**src/rtl/vga_batalha_pkg.sv**
```systemverilog
// Shared constants and types for the Batalha Naval VGA overlays (640x480, 8x8 grid).
package vga_batalha_pkg;
  localparam logic [9:0] ORIGEM        = 10'd16;
  localparam logic [9:0] PASSO_X       = 10'd62;
  localparam logic [9:0] PASSO_Y       = 10'd57;
  localparam logic [9:0] LARGURA       = 10'd54;
  localparam logic [9:0] ALTURA        = 10'd49;
  localparam logic [9:0] LINHA_GATILHO = 10'd480;
  localparam logic [3:0] GRADE         = 4'd8;

  typedef enum logic [1:0] {
    OCIOSO  = 2'd0,
    CARREGA = 2'd1,
    PRONTO  = 2'd2
  } estado_t;

  typedef logic [2:0] cor_t;
  localparam cor_t VERMELHO = 3'b100;
  localparam cor_t AMARELO  = 3'b110;
  localparam cor_t APAGADO  = 3'b000;
endpackage

```
**src/rtl/vga_mapa_celula.sv**
```systemverilog
// Combinational grid (X,Y) to pixel-rectangle converter; X/Y outside 1..8 yield vld=0.
module vga_mapa_celula #(
  parameter logic [9:0] ORIGEM  = vga_batalha_pkg::ORIGEM,
  parameter logic [9:0] PASSO_X = vga_batalha_pkg::PASSO_X,
  parameter logic [9:0] PASSO_Y = vga_batalha_pkg::PASSO_Y
) (
  input  logic [3:0] x,
  input  logic [3:0] y,
  output logic [9:0] esq,
  output logic [9:0] topo,
  output logic       vld
);
  import vga_batalha_pkg::*;

  logic [9:0] x_m1_s;
  logic [9:0] y_m1_s;

  // Products stay in 10 bits; out-of-range coordinates are masked by vld.
  always_comb begin
    x_m1_s = {6'd0, x} - 10'd1;
    y_m1_s = {6'd0, y} - 10'd1;
    esq    = ORIGEM + x_m1_s * PASSO_X;
    topo   = ORIGEM + y_m1_s * PASSO_Y;
    vld    = (x >= 4'd1) && (x <= GRADE) && (y >= 4'd1) && (y <= GRADE);
  end
endmodule

```
**src/rtl/vga_embarcacao_n.sv**
```systemverilog
// N-cell ship overlay: snapshots positions/hits at the frame trigger, loads one cell per cycle,
// draws a registered RGB. Optional hit-cell blinking under VGA_PISCA_ACERTO_EN.
module vga_embarcacao_n #(
  parameter int         N_CELULAS     = 5,
  parameter logic       COR_R         = 1'b1,
  parameter logic       COR_G         = 1'b1,
  parameter logic       COR_B         = 1'b0,
  parameter logic [9:0] LARGURA       = vga_batalha_pkg::LARGURA,
  parameter logic [9:0] ALTURA        = vga_batalha_pkg::ALTURA,
  parameter logic [9:0] PASSO_X       = vga_batalha_pkg::PASSO_X,
  parameter logic [9:0] PASSO_Y       = vga_batalha_pkg::PASSO_Y,
  parameter logic [9:0] ORIGEM        = vga_batalha_pkg::ORIGEM,
  parameter int         PISCA_QUADROS = 16
) (
  input  logic                     clk,
  input  logic                     rst,
  input  logic                     areaAtiva,
  input  logic [9:0]               linha,
  input  logic [9:0]               coluna,
  input  logic [8*N_CELULAS+2:0]   posicoesEmbarcacao,
  input  logic [N_CELULAS-1:0]     acertos,
  output logic                     rgb_r,
  output logic                     rgb_g,
  output logic                     rgb_b
);
  import vga_batalha_pkg::*;

  localparam int         W        = 8 * N_CELULAS + 3;
  localparam logic [2:0] K_ULTIMO = 3'(N_CELULAS - 1);

  estado_t      estado_q, estado_d;
  logic [2:0]   k_q, k_d;
  logic [W-1:0] pos_q, pos_d;
  logic [7:0]   hit_q, hit_d;
  logic [7:0]   quadro_q, quadro_d;
  logic [9:0]   esq_q [8];
  logic [9:0]   esq_d [8];
  logic [9:0]   topo_q [8];
  logic [9:0]   topo_d [8];
  logic [7:0]   vld_q, vld_d;
  cor_t         rgb_q, rgb_d;

  logic [3:0]   x_s [8];
  logic [3:0]   y_s [8];
  logic [7:0]   hit_in_s;
  logic [9:0]   esq_s, topo_s;
  logic         vld_s;
  logic         gatilho_s;
  logic         intacto_s, atingido_s, dentro_s, pisca_s;
  logic         unused_bits_s;

  // Unused cells are padded to 8 so the load index never leaves the tables.
  for (genvar g = 0; g < 8; g++) begin : g_celula
    if (g < N_CELULAS) begin : g_usada
      assign x_s[g]      = pos_q[8*g+3 +: 4];
      assign y_s[g]      = pos_q[8*g+7 +: 4];
      assign hit_in_s[g] = acertos[g];
    end else begin : g_vazia
      assign x_s[g]      = 4'd0;
      assign y_s[g]      = 4'd0;
      assign hit_in_s[g] = 1'b0;
    end
  end

  assign unused_bits_s = ^pos_q[2:0];
  assign gatilho_s     = (linha == LINHA_GATILHO) && (coluna == 10'd0);

  vga_mapa_celula #(
    .ORIGEM  (ORIGEM),
    .PASSO_X (PASSO_X),
    .PASSO_Y (PASSO_Y)
  ) u_mapa (
    .x    (x_s[k_q]),
    .y    (y_s[k_q]),
    .esq  (esq_s),
    .topo (topo_s),
    .vld  (vld_s)
  );

  // A trigger during CARREGA is ignored so a load always finishes on a consistent snapshot.
  always_comb begin
    estado_d = estado_q;
    k_d      = k_q;
    pos_d    = pos_q;
    hit_d    = hit_q;
    esq_d    = esq_q;
    topo_d   = topo_q;
    vld_d    = vld_q;
    quadro_d = gatilho_s ? quadro_q + 8'd1 : quadro_q;
    case (estado_q)
      OCIOSO, PRONTO: begin
        if (gatilho_s) begin
          estado_d = CARREGA;
          k_d      = 3'd0;
          pos_d    = posicoesEmbarcacao;
          hit_d    = hit_in_s;
        end else begin
          estado_d = estado_q;
        end
      end
      CARREGA: begin
        esq_d[k_q]  = esq_s;
        topo_d[k_q] = topo_s;
        vld_d[k_q]  = vld_s;
        if (k_q == K_ULTIMO) begin
          estado_d = PRONTO;
        end else begin
          k_d = k_q + 3'd1;
        end
      end
      default: estado_d = OCIOSO;
    endcase
  end

  // Strict inequalities leave the rectangle border undrawn; overlapping cells OR together.
  always_comb begin
    intacto_s  = 1'b0;
    atingido_s = 1'b0;
    dentro_s   = 1'b0;
    for (int i = 0; i < 8; i++) begin
      dentro_s = vld_q[i]
               && (coluna > esq_q[i])
               && ({1'b0, coluna} < ({1'b0, esq_q[i]} + {1'b0, LARGURA}))
               && (linha > topo_q[i])
               && ({1'b0, linha} < ({1'b0, topo_q[i]} + {1'b0, ALTURA}));
      atingido_s = atingido_s | (dentro_s & hit_q[i]);
      intacto_s  = intacto_s | (dentro_s & ~hit_q[i]);
    end
  end

`ifdef VGA_PISCA_ACERTO_EN
  logic [7:0] quociente_s;
  assign quociente_s = quadro_q / 8'(PISCA_QUADROS);
  assign pisca_s     = ~quociente_s[0];
`else
  assign pisca_s = 1'b1;
`endif

  // Output colour: hit cells win over intact ones, blanking forces black.
  always_comb begin
    if (!areaAtiva) begin
      rgb_d = APAGADO;
    end else if (atingido_s && pisca_s) begin
      rgb_d = VERMELHO;
    end else if (intacto_s) begin
      rgb_d = {COR_R, COR_G, COR_B};
    end else begin
      rgb_d = APAGADO;
    end
  end

  // State, shadow and cell-table registers.
  always_ff @(posedge clk or posedge rst) begin
    if (rst) begin
      estado_q <= OCIOSO;
      k_q      <= 3'd0;
      pos_q    <= '0;
      hit_q    <= 8'd0;
      quadro_q <= 8'd0;
      vld_q    <= 8'd0;
      rgb_q    <= APAGADO;
      for (int i = 0; i < 8; i++) begin
        esq_q[i]  <= 10'd0;
        topo_q[i] <= 10'd0;
      end
    end else begin
      estado_q <= estado_d;
      k_q      <= k_d;
      pos_q    <= pos_d;
      hit_q    <= hit_d;
      quadro_q <= quadro_d;
      vld_q    <= vld_d;
      rgb_q    <= rgb_d;
      esq_q    <= esq_d;
      topo_q   <= topo_d;
    end
  end

  assign rgb_r = rgb_q[2];
  assign rgb_g = rgb_q[1];
  assign rgb_b = rgb_q[0];
endmodule

```
**config.mk**
```make
export PLATFORM = sky130hd
export DESIGN_NAME = vga_embarcacao_n
export DESIGN_NICKNAME = d
export VERILOG_FILES = /design/src/rtl/vga_batalha_pkg.sv /design/src/rtl/vga_mapa_celula.sv /design/src/rtl/vga_embarcacao_n.sv
export SDC_FILE = /design/constraint.sdc
export NUM_CORES = 1
export LEC_CHECK = 0
export CORE_MARGIN = 2
export CORE_UTILIZATION = 57
export DETAILED_ROUTE_END_ITERATION = 10
export PLACE_DENSITY_LB_ADDON = 0.2
export SYNTH_ARGS = -nofsm -noshare
export SYNTH_HDL_FRONTEND = slang
export SYNTH_SLANG_ARGS = --single-unit
```
**constraint.sdc**
```tcl
create_clock -name clk -period 8.4 [get_ports clk]
set_input_delay 2.52 -clock clk [delete_from_list [all_inputs] [get_ports clk]]
set_output_delay 2.52 -clock clk [all_outputs]
set_load 0.01 [all_outputs]
```
==> out/metrics.cfg <==
[run]
maxCapViolCount = 0

[timing]
finalHoldViolations = 0
slew_headroom_pct = 22.0
min_period_ns = 6.57
tightest_slew_ns = 1.17
fin_crit_sh_pct = 78.2
fin_ws_ns = 1.83
skew_ns = 0.0140
setup_viol = 0
max_freq_mhz = 152
tns_ns = 0
slew_violations = 0
rsz0062_at_grt = no

[floorplan]
die_area_um2 = 34000
start_util_pct = 57.4
pin_count = 74
rows = 66
die_w_um = 184
core_area_um2 = 32300
chipHeight_um = 184

[route]
routed_wl_um = 48500
wl_per_cell_um = 19.0
viasPerCell = 5.97
drc = 0
drtIter0Drc = 826
drt-pass1-iter-count = 8
ant_nets = 0
num_vias = 15300

[place]
routabilityCongestion = 0.914
place_area_um2 = 19800
pre_cts_ws_ns = 1.82
dp_hpwl_um = 36300
port_buffers = 69

[setup_path]
r2r_slack_ns = 1.83
critPathMaxStageDelay_ns = 1.00
critPathLaunchType = flop
criticalPathCategory = reg2reg
crit_path_cell_trace = nand2_1 -> o22a_1 -> o22ai_2 -> inv_2 -> ha_1 -> fa_1 -> inv_1 -> fa_1 -> ha_1 -> ha_1 -> fa_1 -> a21o_1 -> a21oi_1 -> xnor2_1 -> xnor2_1 -> mux2_2
cp.required_ns = 8.87
worstPathMaxFanout = 27
cp.arrival_ns = 7.04
slowest_stage = dfrtp_1
end_kind = flop

[layout]
drive_above_1_share_pct = 6.85
finalInstanceArea_um2 = 20600
nets = 2536
n_fill_cell = 2754
n_antenna_cell = 0
area_delta_synth_final_pct = 11.3

[status]
outcome = completed

[synthesis]
ys_types = 78
synth_fa_ha_area_share_pct = 25.1
synth-edff-count = 0
muxShareOfSynthArea_pct = 5.82
synthMostInstantiatedCell = ha_1
avgSynthCellArea_um2 = 9.15
yosys.area_share.simple_pct = 13.4
yosysTopAreaCell = dfrtp_1
netlist_area_um2 = 18500
synth.area.top_cells = dfrtp_1 (29%), ha_1 (24%), xnor2_1 (5.7%), nand2_1 (4.2%), inv_1 (4.0%)
syn-num-nets = 2464
synthCells = 2028
synth_compound_area_share_pct = 15.0
synthXorXnorAreaFrac_pct = 6.68
ys_warn_count = 0
synth_seq_cells = 212
asyncSetResetFlopFracSynth_pct = 100
synth_top_family_by_area = adder cells
synthTopCellsByCount = ha_1 (353), dfrtp_1 (212), nand2_1 (208), inv_1 (200), xnor2_1 (121)
synth-main-ff-cell = dfrtp_1
ys_seq_area_share_pct = 28.6
post-synth-top-area-fraction_pct = 28.6

[power]
cellPowerDensity_nw_per_um2 = 119
power_leakage_nw = 9.16
peakVddDrop_v = 0.000160

[clock_network]
cts_tree = yes
post_cts_buffers = 0
cts_hold_buffers = 0
cts_max_level = 1
cts_inserted_buffers = 25
cts_resized = 0
clock_path_buffers = 3
clock_latency_ns = 0.53
clkSlewWorstSetupHoldPaths_ns = 0.06
clockRootBuffer = clkbuf_16
cts_sinks = 212

[global_route]
grt_overflow = 0
grt_max_degree = 77
grt_pass1_wl_um = 78600
grt.total_usage_pct = 29.4
antenna_found_initial = 1
grt_pass1_vias = 15300

[hold_path]
hold_class = reg2reg

[power by group]
group          switching (mW)  internal (mW)  total, mW
logic                   0.156          0.112      0.268
clock network           0.447          0.724       1.17
registers           0.0000163           1.02       1.02
[layout by cell type, fill, tap and decap left out, types with 9 or more instances in the layout]
cell type / instances
clkdlybuf4s50_1: 69
nand4_1: 53
o21ai_0: 119
mux2_1: 12
o21ai_1: 74
nor3_1: 32
ha_1: 353
nand3_1: 53
xnor2_1: 121
inv_1: 199
mux2i_1: 17
fa_1: 12
nor2b_1: 13
o211ai_1: 18
buf_4: 24
nand2b_1: 15
o22ai_1: 12
a21oi_1: 73
clkbuf_16: 25
and2_1: 10
a21o_1: 26
dfrtp_1: 212
nand2_1: 208
or3_1: 11
nor2_1: 62
a211oi_1: 27
mux2_2: 62
o21bai_1: 9
and3_1: 11
xor2_1: 15
o21a_1: 15
[layer usage]
metal	GRT usage, %	vias to the layer above	part of all wire (%)
met5	0	-	0
met4	9.57	0	3.4
met3	3.46	97	5.9
met2	49.7	398	46
met1	39.3	7380	44
li1	-	7405	-
[flip-flops by register name (all words and copies together), names as in the netlist]
| register | count |
|---|---|
| esq_q | 72 |
| estado_q | 2 |
| hit_q | 5 |
| k_q | 3 |
| pos_q | 40 |
| rgb_q | 2 |
| topo_q | 80 |
| vld_q | 8 |
[critical path, delay by kind of cell (launching register included)]
| family | cells | cell delay, ns |
|---|---|---|
| DFF | 1 | 1.00 |
| and+or+nand+nor | 1 | 0.10 |
| buffers and inverters | 2 | 0.25 |
| muxes | 1 | 0.30 |
| adders and majority gates | 6 | 2.79 |
| AOI/OAI and AO/OA | 4 | 1.07 |
| xor gates and xnor gates | 2 | 0.96 |
[final cells by class]
cell class | instances | area, µm² | share of cell area [%]
Clock buffer | 33 | 686 | 3.32
Clock inverter | 11 | 184 | 0.891
Inverter | 206 | 781 | 3.78
Multi-Input combinational cell | 1562 | 12300 | 59.4
Sequential cell | 212 | 5310 | 25.7
Tap cell | 442 | 553 | 2.68
Timing Repair Buffer | 93 | 871 | 4.22
[through the flow]
| step | hold WS, ns | cells | total power, mW | util [%] |
|---|---|---|---|---|
| floorplan | 0.449 | 2028 | 1.18 | - |
| global placement | 0.465 | 2515 | 1.29 | 61.2 |
| detailed placement | 0.475 | 2515 | 1.31 | 61.2 |
| CTS | 0.488 | 2559 | 2.47 | 63.9 |
| global route | 0.510 | 2559 | 2.55 | 63.9 |
| finish | 0.486 | 2559 | 2.46 | 63.9 |
[final timing paths]
| path | start | cells after the start | endpoint |
|---|---|---|---|
| worst max-delay path | k_q[0] | 16 | topo_q[39] |
| worst min-delay path | pos_q[10] | 1 | pos_q[10] |
| worst max register to register | k_q[0] | 16 | topo_q[39] |
| worst min register to register | pos_q[10] | 1 | pos_q[10] |
| max in group asynchronous | rst | 3 | topo_q[51] |
| min in group asynchronous | rst | 2 | esq_q[63] |
[kinds of logic after synthesis]
logic type | count (synthesis)
muxes | 96
other | 1
xor gates and xnor gates | 138
adders and majority gates | 365
AOI/OAI and AO/OA | 450
and+or+nand+nor | 512
DFF | 212
buffers and inverters | 254
(Power assumes the default switching activity.)
